$ cat config.mk
export PLATFORM = sky130hd
export DESIGN_NAME = ps2_keyboard_rx_flat
export DESIGN_NICKNAME = d
export VERILOG_FILES = /design/src/rtl/ps2_keyboard_rx_pkg.sv /design/src/rtl/ps2_keyboard_rx_if.sv /design/src/rtl/ps2_frame_rx.sv /design/src/rtl/ps2_keyboard_rx.sv /design/src/flat_wrapper.sv
export SDC_FILE = /design/constraint.sdc
export NUM_CORES = 1
export LEC_CHECK = 0
export BUFFER_PORTS_ARGS = -buffer_cell sky130_fd_sc_hd__buf_2
export CAP_MARGIN = 5
export CORE_ASPECT_RATIO = 0.9
export CORE_UTILIZATION = 35
export DETAILED_ROUTE_END_ITERATION = 10
export PLACE_DENSITY_LB_ADDON = 0.15
export SLEW_MARGIN = 20
export SYNTH_ARGS = -nofsm -noshare
export SYNTH_HDL_FRONTEND = slang
export SYNTH_SLANG_ARGS = --single-unit
$ cat constraint.sdc
create_clock -name clk -period 2.25 [get_ports clk]
set_input_delay 0.45 -clock clk [delete_from_list [all_inputs] [get_ports clk]]
set_output_delay 0.45 -clock clk [all_outputs]
set_load 0.05 [all_outputs]
$ cat src/rtl/ps2_keyboard_rx_pkg.sv
// ps2_pkg: shared constants, frame FSM state type and parity helper for the
// PS/2 keyboard receiver (ps2_keyboard_rx, ps2_frame_rx).
// No ports.
package ps2_pkg;

    localparam logic [7:0]  PS2_BREAK_PREFIX = 8'hF0;
    localparam logic [7:0]  PS2_EXT_PREFIX   = 8'hE0;
    localparam int unsigned PS2_FRAME_BITS   = 11;

    typedef enum logic [1:0] {
        ST_IDLE,
        ST_SHIFT,
        ST_CHECK
    } frame_state_e;

    // Odd parity: data bits plus parity bit must contain an odd number of ones.
    function automatic logic odd_parity_ok(input logic [8:0] data_and_parity);
        return ^data_and_parity;
    endfunction

endpackage

$ cat src/rtl/ps2_keyboard_rx_if.sv
// ps2_keyboard_rx_if: groups the PS/2 pin inputs and the decoded key-event
// outputs of ps2_keyboard_rx.
//   ps2_clk, ps2_data          raw PS/2 pins (driven by master)
//   keycode[7:0], make,        last decoded event (driven by slave)
//   extended, keycode_ready,
//   frame_err
// Modports: master = keyboard/datapath side, slave = receiver.
interface ps2_keyboard_rx_if;

    logic       ps2_clk;
    logic       ps2_data;
    logic [7:0] keycode;
    logic       make;
    logic       extended;
    logic       keycode_ready;
    logic       frame_err;

    modport master (
        output ps2_clk, ps2_data,
        input  keycode, make, extended, keycode_ready, frame_err
    );

    modport slave (
        input  ps2_clk, ps2_data,
        output keycode, make, extended, keycode_ready, frame_err
    );

endinterface

$ cat src/rtl/ps2_frame_rx.sv
// ps2_frame_rx: synchronises the raw PS/2 pins, glitch-filters ps2_clk and
// deserialises 11-bit frames (start, 8 data LSB first, odd parity, stop).
// Ports:
//   clk, reset         system clock, synchronous active-high reset
//   ps2_clk_i          raw PS/2 clock pin (asynchronous)
//   ps2_data_i         raw PS/2 data pin (asynchronous)
//   byte_o[7:0]        received data byte, valid with byte_valid_o
//   byte_valid_o       one-cycle strobe: frame passed parity and stop checks
//   byte_err_o         one-cycle strobe: parity/stop error or watchdog timeout
module ps2_frame_rx
    import ps2_pkg::*;
#(
    parameter int unsigned FILTER_CYCLES  = 8,
    parameter int unsigned TIMEOUT_CYCLES = 100_000
) (
    input  logic       clk,
    input  logic       reset,
    input  logic       ps2_clk_i,
    input  logic       ps2_data_i,
    output logic [7:0] byte_o,
    output logic       byte_valid_o,
    output logic       byte_err_o
);

    localparam int unsigned FW = $clog2(FILTER_CYCLES + 1);
    localparam int unsigned WW = $clog2(TIMEOUT_CYCLES + 1);
    localparam logic [FW-1:0] FILT_LAST = FW'(FILTER_CYCLES - 1);
    localparam logic [WW-1:0] WD_LAST   = WW'(TIMEOUT_CYCLES - 1);
    localparam logic [3:0]    LAST_BIT  = 4'(PS2_FRAME_BITS - 2);

    logic          clk_meta_q, clk_sync_q;
    logic          data_meta_q, data_sync_q;
    logic          clk_filt_q, clk_filt_prev_q;
    logic [FW-1:0] filt_cnt_q;
    logic          fall_w;

    frame_state_e  state_q;
    logic [3:0]    bitcnt_q;
    logic [9:0]    shift_q;
    logic [WW-1:0] wd_q;
    logic          timeout_q;
    logic          frame_ok_w;

    // Input synchronisers and clock glitch filter. Lines idle high.
    always_ff @(posedge clk) begin
        if (reset) begin
            clk_meta_q      <= 1'b1;
            clk_sync_q      <= 1'b1;
            data_meta_q     <= 1'b1;
            data_sync_q     <= 1'b1;
            clk_filt_q      <= 1'b1;
            clk_filt_prev_q <= 1'b1;
            filt_cnt_q      <= '0;
        end else begin
            clk_meta_q      <= ps2_clk_i;
            clk_sync_q      <= clk_meta_q;
            data_meta_q     <= ps2_data_i;
            data_sync_q     <= data_meta_q;
            clk_filt_prev_q <= clk_filt_q;
            // Count consecutive samples that disagree with the filtered level;
            // any agreeing sample restarts the count.
            if (clk_sync_q == clk_filt_q) begin
                filt_cnt_q <= '0;
            end else if (filt_cnt_q == FILT_LAST) begin
                clk_filt_q <= clk_sync_q;
                filt_cnt_q <= '0;
            end else begin
                filt_cnt_q <= filt_cnt_q + 1'b1;
            end
        end
    end

    assign fall_w = clk_filt_prev_q & ~clk_filt_q;

    // Frame FSM with watchdog. Bits enter at the MSB so that after ten shifts
    // shift_q = {stop, parity, data[7:0]}.
    always_ff @(posedge clk) begin
        if (reset) begin
            state_q   <= ST_IDLE;
            bitcnt_q  <= '0;
            shift_q   <= '0;
            wd_q      <= '0;
            timeout_q <= 1'b0;
        end else begin
            timeout_q <= 1'b0;
            unique case (state_q)
                ST_IDLE: begin
                    if (fall_w && !data_sync_q) begin
                        state_q  <= ST_SHIFT;
                        bitcnt_q <= '0;
                        wd_q     <= '0;
                    end
                end
                ST_SHIFT: begin
                    if (fall_w) begin
                        wd_q     <= '0;
                        shift_q  <= {data_sync_q, shift_q[9:1]};
                        bitcnt_q <= bitcnt_q + 1'b1;
                        if (bitcnt_q == LAST_BIT) begin
                            state_q <= ST_CHECK;
                        end
                    end else if (wd_q == WD_LAST) begin
                        timeout_q <= 1'b1;
                        state_q   <= ST_IDLE;
                    end else begin
                        wd_q <= wd_q + 1'b1;
                    end
                end
                ST_CHECK: begin
                    state_q <= ST_IDLE;
                end
                default: begin
                    state_q <= ST_IDLE;
                end
            endcase
        end
    end

    // Strobes decode the registered CHECK state so the top can register the
    // event one cycle later (two cycles after the stop-bit edge).
    assign frame_ok_w   = odd_parity_ok(shift_q[8:0]) & shift_q[9];
    assign byte_o       = shift_q[7:0];
    assign byte_valid_o = (state_q == ST_CHECK) & frame_ok_w;
    assign byte_err_o   = ((state_q == ST_CHECK) & ~frame_ok_w) | timeout_q;

endmodule

$ cat src/rtl/ps2_keyboard_rx.sv
// ps2_keyboard_rx: PS/2 keyboard receiver. Strips F0 (break) and E0
// (extended) prefixes and emits one key event per scan sequence.
// Ports:
//   clk, reset    system clock, synchronous active-high reset
//   bus (slave)   ps2_clk/ps2_data pins in; keycode, make, extended,
//                 keycode_ready (event strobe), frame_err (error strobe) out
// Optional build macro PS2_TYPEMATIC_FILTER_EN: suppresses auto-repeat makes
// of the key currently held.
module ps2_keyboard_rx
    import ps2_pkg::*;
#(
    parameter int unsigned FILTER_CYCLES  = 8,
    parameter int unsigned TIMEOUT_CYCLES = 100_000
) (
    input  logic              clk,
    input  logic              reset,
    ps2_keyboard_rx_if.slave  bus
);

    logic [7:0] byte_w;
    logic       byte_valid_w;
    logic       byte_err_w;
    logic       is_prefix_w;
    logic       suppress_w;

    logic [7:0] keycode_q;
    logic       make_q;
    logic       extended_q;
    logic       keycode_ready_q;
    logic       frame_err_q;
    logic       brk_q;
    logic       ext_q;

    ps2_frame_rx #(
        .FILTER_CYCLES  (FILTER_CYCLES),
        .TIMEOUT_CYCLES (TIMEOUT_CYCLES)
    ) u_frame_rx (
        .clk          (clk),
        .reset        (reset),
        .ps2_clk_i    (bus.ps2_clk),
        .ps2_data_i   (bus.ps2_data),
        .byte_o       (byte_w),
        .byte_valid_o (byte_valid_w),
        .byte_err_o   (byte_err_w)
    );

    assign is_prefix_w = (byte_w == PS2_BREAK_PREFIX) || (byte_w == PS2_EXT_PREFIX);

`ifdef PS2_TYPEMATIC_FILTER_EN
    logic [8:0] held_q;
    logic       held_vld_q;

    assign suppress_w = ~brk_q & held_vld_q & (held_q == {ext_q, byte_w});

    always_ff @(posedge clk) begin
        if (reset) begin
            held_q     <= '0;
            held_vld_q <= 1'b0;
        end else if (byte_valid_w && !is_prefix_w) begin
            if (!brk_q) begin
                held_q     <= {ext_q, byte_w};
                held_vld_q <= 1'b1;
            end else if (held_vld_q && (held_q == {ext_q, byte_w})) begin
                held_vld_q <= 1'b0;
            end
        end
    end
`else
    assign suppress_w = 1'b0;
`endif

    always_ff @(posedge clk) begin
        if (reset) begin
            keycode_q       <= '0;
            make_q          <= 1'b0;
            extended_q      <= 1'b0;
            keycode_ready_q <= 1'b0;
            frame_err_q     <= 1'b0;
            brk_q           <= 1'b0;
            ext_q           <= 1'b0;
        end else begin
            keycode_ready_q <= 1'b0;
            frame_err_q     <= 1'b0;
            if (byte_err_w) begin
                frame_err_q <= 1'b1;
                brk_q       <= 1'b0;
                ext_q       <= 1'b0;
            end else if (byte_valid_w) begin
                if (byte_w == PS2_BREAK_PREFIX) begin
                    brk_q <= 1'b1;
                end else if (byte_w == PS2_EXT_PREFIX) begin
                    ext_q <= 1'b1;
                end else begin
                    brk_q <= 1'b0;
                    ext_q <= 1'b0;
                    if (!suppress_w) begin
                        keycode_q       <= byte_w;
                        make_q          <= ~brk_q;
                        extended_q      <= ext_q;
                        keycode_ready_q <= 1'b1;
                    end
                end
            end
        end
    end

    assign bus.keycode       = keycode_q;
    assign bus.make          = make_q;
    assign bus.extended      = extended_q;
    assign bus.keycode_ready = keycode_ready_q;
    assign bus.frame_err     = frame_err_q;

endmodule

$ cat src/flat_wrapper.sv
// flat-port wrapper written by rule: the top's interface ports become plain ports
module ps2_keyboard_rx_flat import ps2_pkg::*;
#(
    parameter int unsigned FILTER_CYCLES  = 8,
    parameter int unsigned TIMEOUT_CYCLES = 100_000
)
  (clk, reset, bus_ps2_clk, bus_ps2_data, bus_keycode, bus_make, bus_extended, bus_keycode_ready, bus_frame_err);
  ps2_keyboard_rx_if bus_i ();
  input  logic clk;
  input  logic reset;
  input wire logic [$bits(bus_i.ps2_clk)-1:0] bus_ps2_clk;
  input wire logic [$bits(bus_i.ps2_data)-1:0] bus_ps2_data;
  output wire logic [$bits(bus_i.keycode)-1:0] bus_keycode;
  output wire logic [$bits(bus_i.make)-1:0] bus_make;
  output wire logic [$bits(bus_i.extended)-1:0] bus_extended;
  output wire logic [$bits(bus_i.keycode_ready)-1:0] bus_keycode_ready;
  output wire logic [$bits(bus_i.frame_err)-1:0] bus_frame_err;
  assign bus_i.ps2_clk = bus_ps2_clk;
  assign bus_i.ps2_data = bus_ps2_data;
  assign bus_keycode = bus_i.keycode;
  assign bus_make = bus_i.make;
  assign bus_extended = bus_i.extended;
  assign bus_keycode_ready = bus_i.keycode_ready;
  assign bus_frame_err = bus_i.frame_err;
  ps2_keyboard_rx #(.FILTER_CYCLES(FILTER_CYCLES), .TIMEOUT_CYCLES(TIMEOUT_CYCLES)) u_core (.clk(clk), .reset(reset), .bus(bus_i));
endmodule
; ---- Word-level counts from Yosys, hierarchy flattened
; Cells that the tools add are included.
[op_classes]
addsub = 3
eq_ne = 14
muxes = 18
bitwise = 14
n_reduce_logical = 17
[ops]
columns = op, count
row1 = 2-to-1 mux 17 bit, 3
row2 = case mux 17 bit (2 select lines), 1
row3 = adder 17 x 1 -> 17 bit (second input constant), 1
row4 = == test 17 bit (second input constant), 1
row5 = == test 8 bit (second input constant), 2
row6 = inequality test 3 bit (second input constant), 3
row7 = inverter 1 bit, 9
row8 = AND reduction 3 bit, 3
row9 = parity 9 bit, 1
row10 = adder 4 x 1 -> 4 bit (second input constant), 2
row11 = 2-to-1 mux 2 bit, 4
row12 = 2-to-1 mux 4 bit, 2
row13 = case mux 4 bit (2 select lines), 1
row14 = AND reduction 2 bit, 4
row15 = 2-to-1 mux 1 bit, 6
row16 = OR reduction 3 bit, 2
row17 = bitwise AND 1 bit, 4
row18 = == test 4 x 3 -> 1 bit (second input constant), 1
row19 = == test 4 bit (second input constant), 1
row20 = inequality test 2 bit (second input constant), 2
row21 = case mux 2 bit (2 select lines), 1
row22 = AND reduction 4 bit, 1
row23 = OR reduction 4 bit, 1
row24 = == test 2 x 1 -> 1 bit (second input constant), 1
row25 = other kinds (9), 9
[totals]
regBits = 58
input_bits = 4
out_inout_bits = 12
word_cells = 85

; ---- Depth between registers and ports, before layout
[logic_depth]
word_depth = 7
ltp_mapped = 8
depth_no_buf = 7

; ---- By module
; Synthesis repeated with hierarchy kept, for this count alone.
[unflattened]
cells_unflattened = 306
area_unflattened_um2 = 2720.1
[by_module_without_submodules]
columns = module, n_inst, cells_each, area_per_inst_um2, seq_area_each_um2
row1 = ps2_frame_rx, 1, 251, 2119.5, 880.8
row2 = ps2_keyboard_rx, 1, 55, 600.6, 280.3

; ---- Worst setup path after synthesis
; No wires, ideal clock.
[synth_path]
path_type = flip-flop to flip-flop
start = register u_core.u_frame_rx.shift_q[6]
end = register u_core.make_q (netlist: u_core.bus.make)
setup_ns = 0.116
t_arrival_ns = 1.788
required_time_ns = 2.134
setup_slack_ns = 0.346
stages_incl_launch_ff = 7
path_buffers = 1
synth_period_minus_slack_ns = 1.904
path_cell_list = dfxtp_1 -> ha_1 -> xnor3_1 -> xnor2_1 -> nand4_1 -> buf_2 -> a31o_2
[synth_between]
elab_chain_cells = 7
word_cells_on_any_way = 12
cone_classes = eq/ne: 2 / bitwise: 8 / reduce/logical: 2
[synth_lines]
columns = element, line
row1 = from (decl), ps2_frame_rx.sv:39  ; logic [9:0] shift_q;
row2 = from (signal assigned), ps2_frame_rx.sv:97  ; shift_q <= {data_sync_q, shift_q[9:1]};
row3 = parity 9 bit, ps2_keyboard_rx_pkg.sv:18  ; return ^data_and_parity;
row4 = bitwise AND 1 bit, ps2_frame_rx.sv:121  ; assign frame_ok_w = odd_parity_ok(shift_q[8:0]) & shift_q[9];
row5 = inverter 1 bit, ps2_frame_rx.sv:124  ; assign byte_err_o = ((state_q == ST_CHECK) & ~frame_ok_w) | timeout_q;
row6 = bitwise AND 1 bit, ps2_frame_rx.sv:124
row7 = bitwise OR 1 bit, ps2_frame_rx.sv:124
row8 = inverter 1 bit (no source line), n/a
row9 = AND reduction 4 bit (no source line) *, n/a
row10 = to (signal assigned), ps2_keyboard_rx.sv:98  ; make_q <= ~brk_q;
row11 = to (decl), ps2_keyboard_rx.sv:27  ; logic make_q;
; Every way passes the cells marked *; elsewhere a longest branch is shown, timed or not.
; A chain may end at the register's enable or synchronous reset.

; ---- Final worst setup path
[layout_path]
start = register u_core.u_frame_rx.wd_q[6]
end = register u_core.u_frame_rx.wd_q[1]
[layout_between]
elab_chain_cells = 3
[layout_lines]
columns = element, line
row1 = from (decl), ps2_frame_rx.sv:40  ; logic [WW-1:0] wd_q;
row2 = from (signal assigned), ps2_frame_rx.sv:106  ; wd_q <= wd_q + 1'b1;
row3 = == test 17 bit, ps2_frame_rx.sv:102  ; end else if (wd_q == WD_LAST) begin
row4 = inequality test 3 bit (no source line), n/a
row5 = AND reduction 3 bit (no source line), n/a
; Every way passes these cells.

==> Flow_metrics.wiki <==
{| class="wikitable"
! Metric !! Value
|-
| Wire length of the first global-routing pass || 9170 um
|-
| Top area cells in the synthesized netlist || sky130_fd_sc_hd__dfxtp_1, sky130_fd_sc_hd__nand2_1, sky130_fd_sc_hd__a21oi_1
|-
| Number of antenna violations at the first check in global routing || 0
|-
| Number of enable flip-flop cells after synthesis || 0
|-
| Cell area power density || 714 nW/um2
|-
| GR Overflow Total || 0
|-
| Fmax || 481 MHz
|-
| Vias || 2,089
|-
| Post-cts gate resize count || 0
|-
| Data arrival time of the worst path || 2.36 ns
|-
| Number of setup violations in the final report || 0
|-
| Setup Total Neg Slack || 0 ns
|-
| Buffers inserted during post-CTS setup optimization || 0
|-
| Fraction of layout cells with a size suffix above 1 || 0.183
|-
| Classification of the worst-slack hold path || input pin to flip-flop
|-
| Element type at the critical path end || flip-flop
|-
| Gate count of the mapped netlist || 291
|-
| Share of the core filled with cells in the final layout || 0.424
|-
| Final period demand of the worst path || 2.08 ns
|-
| Later-pin clock latency in the skew report || 0.34 ns
|-
| Least-Margin Pin Slew || 0.549 ns
|-
| Vias in the first global route || 1,904
|-
| Fraction of synthesis flops using an asynchronous set or reset pin || 0
|-
| IR Drop Worst-Case VDD || 392 uV
|-
| Met1 Wirelength || 2980 um
|-
| Top Ports || 16
|-
| Total of max-cap violations || 0
|-
| Clock tree from TritonCTS || yes
|-
| Die Footprint || 7870 um2
|-
| Maximum number of pins on one net before global-route repair || 42
|-
| Final Slew Violations || 0
|-
| Commonest cells after routing, fill and taps aside || sky130_fd_sc_hd__dfxtp_1, sky130_fd_sc_hd__nand2_1, sky130_fd_sc_hd__nor2_1
|-
| Synthesis Warnings || 0
|-
| Data required time at the worst endpoint || 2.53 ns
|-
| Post-synth net total || 304
|-
| Most used DFF post-synth || sky130_fd_sc_hd__dfxtp_1
|-
| Topmost layer with routed signal wires || met4
|-
| Remaining DRCs || 0
|-
| Detailed Route Iter0 Violations || 75
|-
| Number of H-tree branching levels || 3
|-
| Die extent in y || 84.2 um
|-
| Number of register bits inferred by synthesis || 58
|-
| Non-filler cells, final || 410
|-
| Post-CTS clock slew at the launch and capture registers of the worst setup and hold paths || 0.07 ns
|-
| RD Place Congestion || 0.771
|-
| Fraction of the yosys area taken by sequential cells || 0.441
|-
| Post-CTS Hold Fix Bufs || 0
|-
| Critical path launch point type || flip-flop
|-
| Clock net sink count || 58
|-
| Number of nets with antenna violations after detailed routing || 0
|-
| Area share of the largest cell type after synthesis || 0.441
|-
| Final Cycle Share || 0.925
|-
| Kind of critical path || flip-flop to flip-flop
|-
| First-pass iteration count of the detailed router || 4
|-
| Die boundary width || 93.4 um
|-
| Maximum number of buffers from clock root to sink || 2
|-
| Clock buffers created by TritonCTS || 9
|-
| Highest net fanout along the worst path || 12
|-
| Hold violation count in the final report || 0
|-
| Effective utilization at floorplan || 0.368
|-
| Tightest hold margin || 0.298 ns
|-
| Routed length on met3 || 217 um
|-
| Post-layout total power || 2160 uW
|-
| Half-perimeter wire length after detailed placement || 3700 um
|-
| Setup repair after global routing missed its margin || no
|-
| Cell taking the most area after synthesis || sky130_fd_sc_hd__dfxtp_1
|-
| Nets || 325
|-
| Cell at the root of the clock tree || sky130_fd_sc_hd__clkbuf_8
|-
| Antenna diodes || 0
|-
| Core ar. || 7150 um2
|-
| Syn_area_per_cell || 9.04 um2
|-
| Leading cell type in the layout, fill and taps excluded || sky130_fd_sc_hd__dfxtp_1
|-
| Post-DR vias/cell || 5.10
|-
| Leakage || 0.00121 uW
|-
| Synthesized area || 2630 um2
|-
| Row Count || 29
|-
| Number of distinct standard cells referenced by the synthesized netlist || 57
|-
| Post-detailed-routing wire length || 5460 um
|-
| Run status || complete, no violations
|-
| Total global routing track utilization || 0.153
|-
| Drt wl/cell || 13.3 um
|-
| Area added between synthesis and finish || 15.2%
|-
| Routed wire length on met2 || 2190 um
|-
| Number of port buffers || 15
|-
| Worst Clk Skew || 0.0108 ns
|-
| Worst max-slew margin expressed relative to the limit || 0.630
|-
| Placed instance count || 394
|}
[kinds of logic (layout without fill, tap and decap cells)]
group                    count (synthesis)  in the layout  synth area share
AND/OR/NAND/NOR                        127            127             0.255
AO/OA/AOI/OAI                           60             60             0.155
flip-flops                              58             58             0.441
buffers and inverters                   20             46            0.0362
multiplexers                            10             10            0.0381
adder cells (fa/ha/maj)                  9              9            0.0428
XOR/XNOR                                 7              7            0.0314
[metal layers]
| layer | track usage | up-vias |
|---|---|---|
| met4 | 0.0587 | 0 |
| met1 | 0.212 | 975 |
| li1 | - | 1076 |
| met2 | 0.210 | 31 |
| met3 | 0.0625 | 7 |
| met5 | 0 | - |
[cells in the mapped netlist, types with 3 or more instances]
cell	number
sky130_fd_sc_hd__dfxtp_1	58
sky130_fd_sc_hd__clkbuf_1	7
sky130_fd_sc_hd__nor2b_1	3
sky130_fd_sc_hd__inv_1	10
sky130_fd_sc_hd__nor4_1	3
sky130_fd_sc_hd__mux2i_1	10
sky130_fd_sc_hd__nand3_1	11
sky130_fd_sc_hd__o21ai_1	6
sky130_fd_sc_hd__ha_1	9
sky130_fd_sc_hd__nor2_1	27
sky130_fd_sc_hd__o31ai_1	3
sky130_fd_sc_hd__or3_1	5
sky130_fd_sc_hd__and3_1	4
sky130_fd_sc_hd__a31oi_1	3
sky130_fd_sc_hd__or2_2	5
sky130_fd_sc_hd__xnor2_1	4
sky130_fd_sc_hd__or3_2	4
sky130_fd_sc_hd__o21ai_2	3
sky130_fd_sc_hd__nand2_1	36
sky130_fd_sc_hd__or4_1	4
sky130_fd_sc_hd__a21oi_1	25
sky130_fd_sc_hd__nor3_1	7
sky130_fd_sc_hd__o21ai_0	4
[worst max-delay path, cell delays in order, from the launching register on]
cell and delay (ns):
sky130_fd_sc_hd__dfxtp_1 0.36, sky130_fd_sc_hd__or4b_1 0.52, sky130_fd_sc_hd__or3_4 0.46, sky130_fd_sc_hd__o21bai_4 0.34, sky130_fd_sc_hd__and2_2 0.22, sky130_fd_sc_hd__a22o_1 0.12
[metrics by stage]
| step | worst slack [ns] | area [um2] |
|---|---|---|
| final | 0.169 | 3030 |
| after global routing | 0.0613 | 3030 |
| after CTS | 0.143 | 3030 |
| after detailed placement | 0.186 | 2800 |
| after global placement | 0.226 | 2800 |
| after floorplan | 0.346 | 2630 |
[state kept, by name, indices dropped and copies added (netlist names)]
name / cells
u_core.u_frame_rx.state_q: 2
u_core.u_frame_rx.timeout_q: 1
u_core.bus.keycode: 8
u_core.ext_q: 1
u_core.brk_q: 1
u_core.bus.keycode_ready: 1
u_core.u_frame_rx.wd_q: 17
u_core.u_frame_rx.data_meta_q: 1
u_core.u_frame_rx.clk_filt_q: 1
u_core.u_frame_rx.clk_sync_q: 1
u_core.u_frame_rx.shift_q: 10
u_core.u_frame_rx.bitcnt_q: 4
u_core.u_frame_rx.filt_cnt_q: 4
u_core.bus.frame_err: 1
u_core.u_frame_rx.clk_filt_prev_q: 1
u_core.u_frame_rx.data_sync_q: 1
u_core.bus.make: 1
u_core.bus.extended: 1
u_core.u_frame_rx.clk_meta_q: 1
[power by group]
group / internal (uW) / switching (uW) / total [uW]
sequential: 1030 / 1.96 / 1030
combinational: 9.27 / 22.9 / 32.2
clock: 684 / 416 / 1100
[worst paths after layout]
check / startpoint / endpoint / slack [ns] / cells after the start
max: u_core.u_frame_rx.wd_q[6]$_SDFFE_PP0P_ / u_core.u_frame_rx.wd_q[1]$_SDFFE_PP0P_ / 0.17 / 5
max reg2reg: u_core.u_frame_rx.wd_q[6]$_SDFFE_PP0P_ / u_core.u_frame_rx.wd_q[1]$_SDFFE_PP0P_ / 0.17 / 5
min reg2reg: u_core.u_frame_rx.clk_meta_q$_SDFF_PP1_ / u_core.u_frame_rx.clk_sync_q$_SDFF_PP1_ / 0.42 / 1
min: bus_ps2_clk / u_core.u_frame_rx.clk_meta_q$_SDFF_PP1_ / 0.30 / 2
[area by class of cell]
type                            instances  area, um2
Fill cell                             724       4120
Multi-Input combinational cell        213       1370
Sequential cell                        58       1160
Clock buffer                           12        155
Tap cell                               93        116
Timing Repair Buffer                   20        113
Clock inverter                          4       73.8
Inverter                               10       37.5
(Power assumes the default switching activity.)
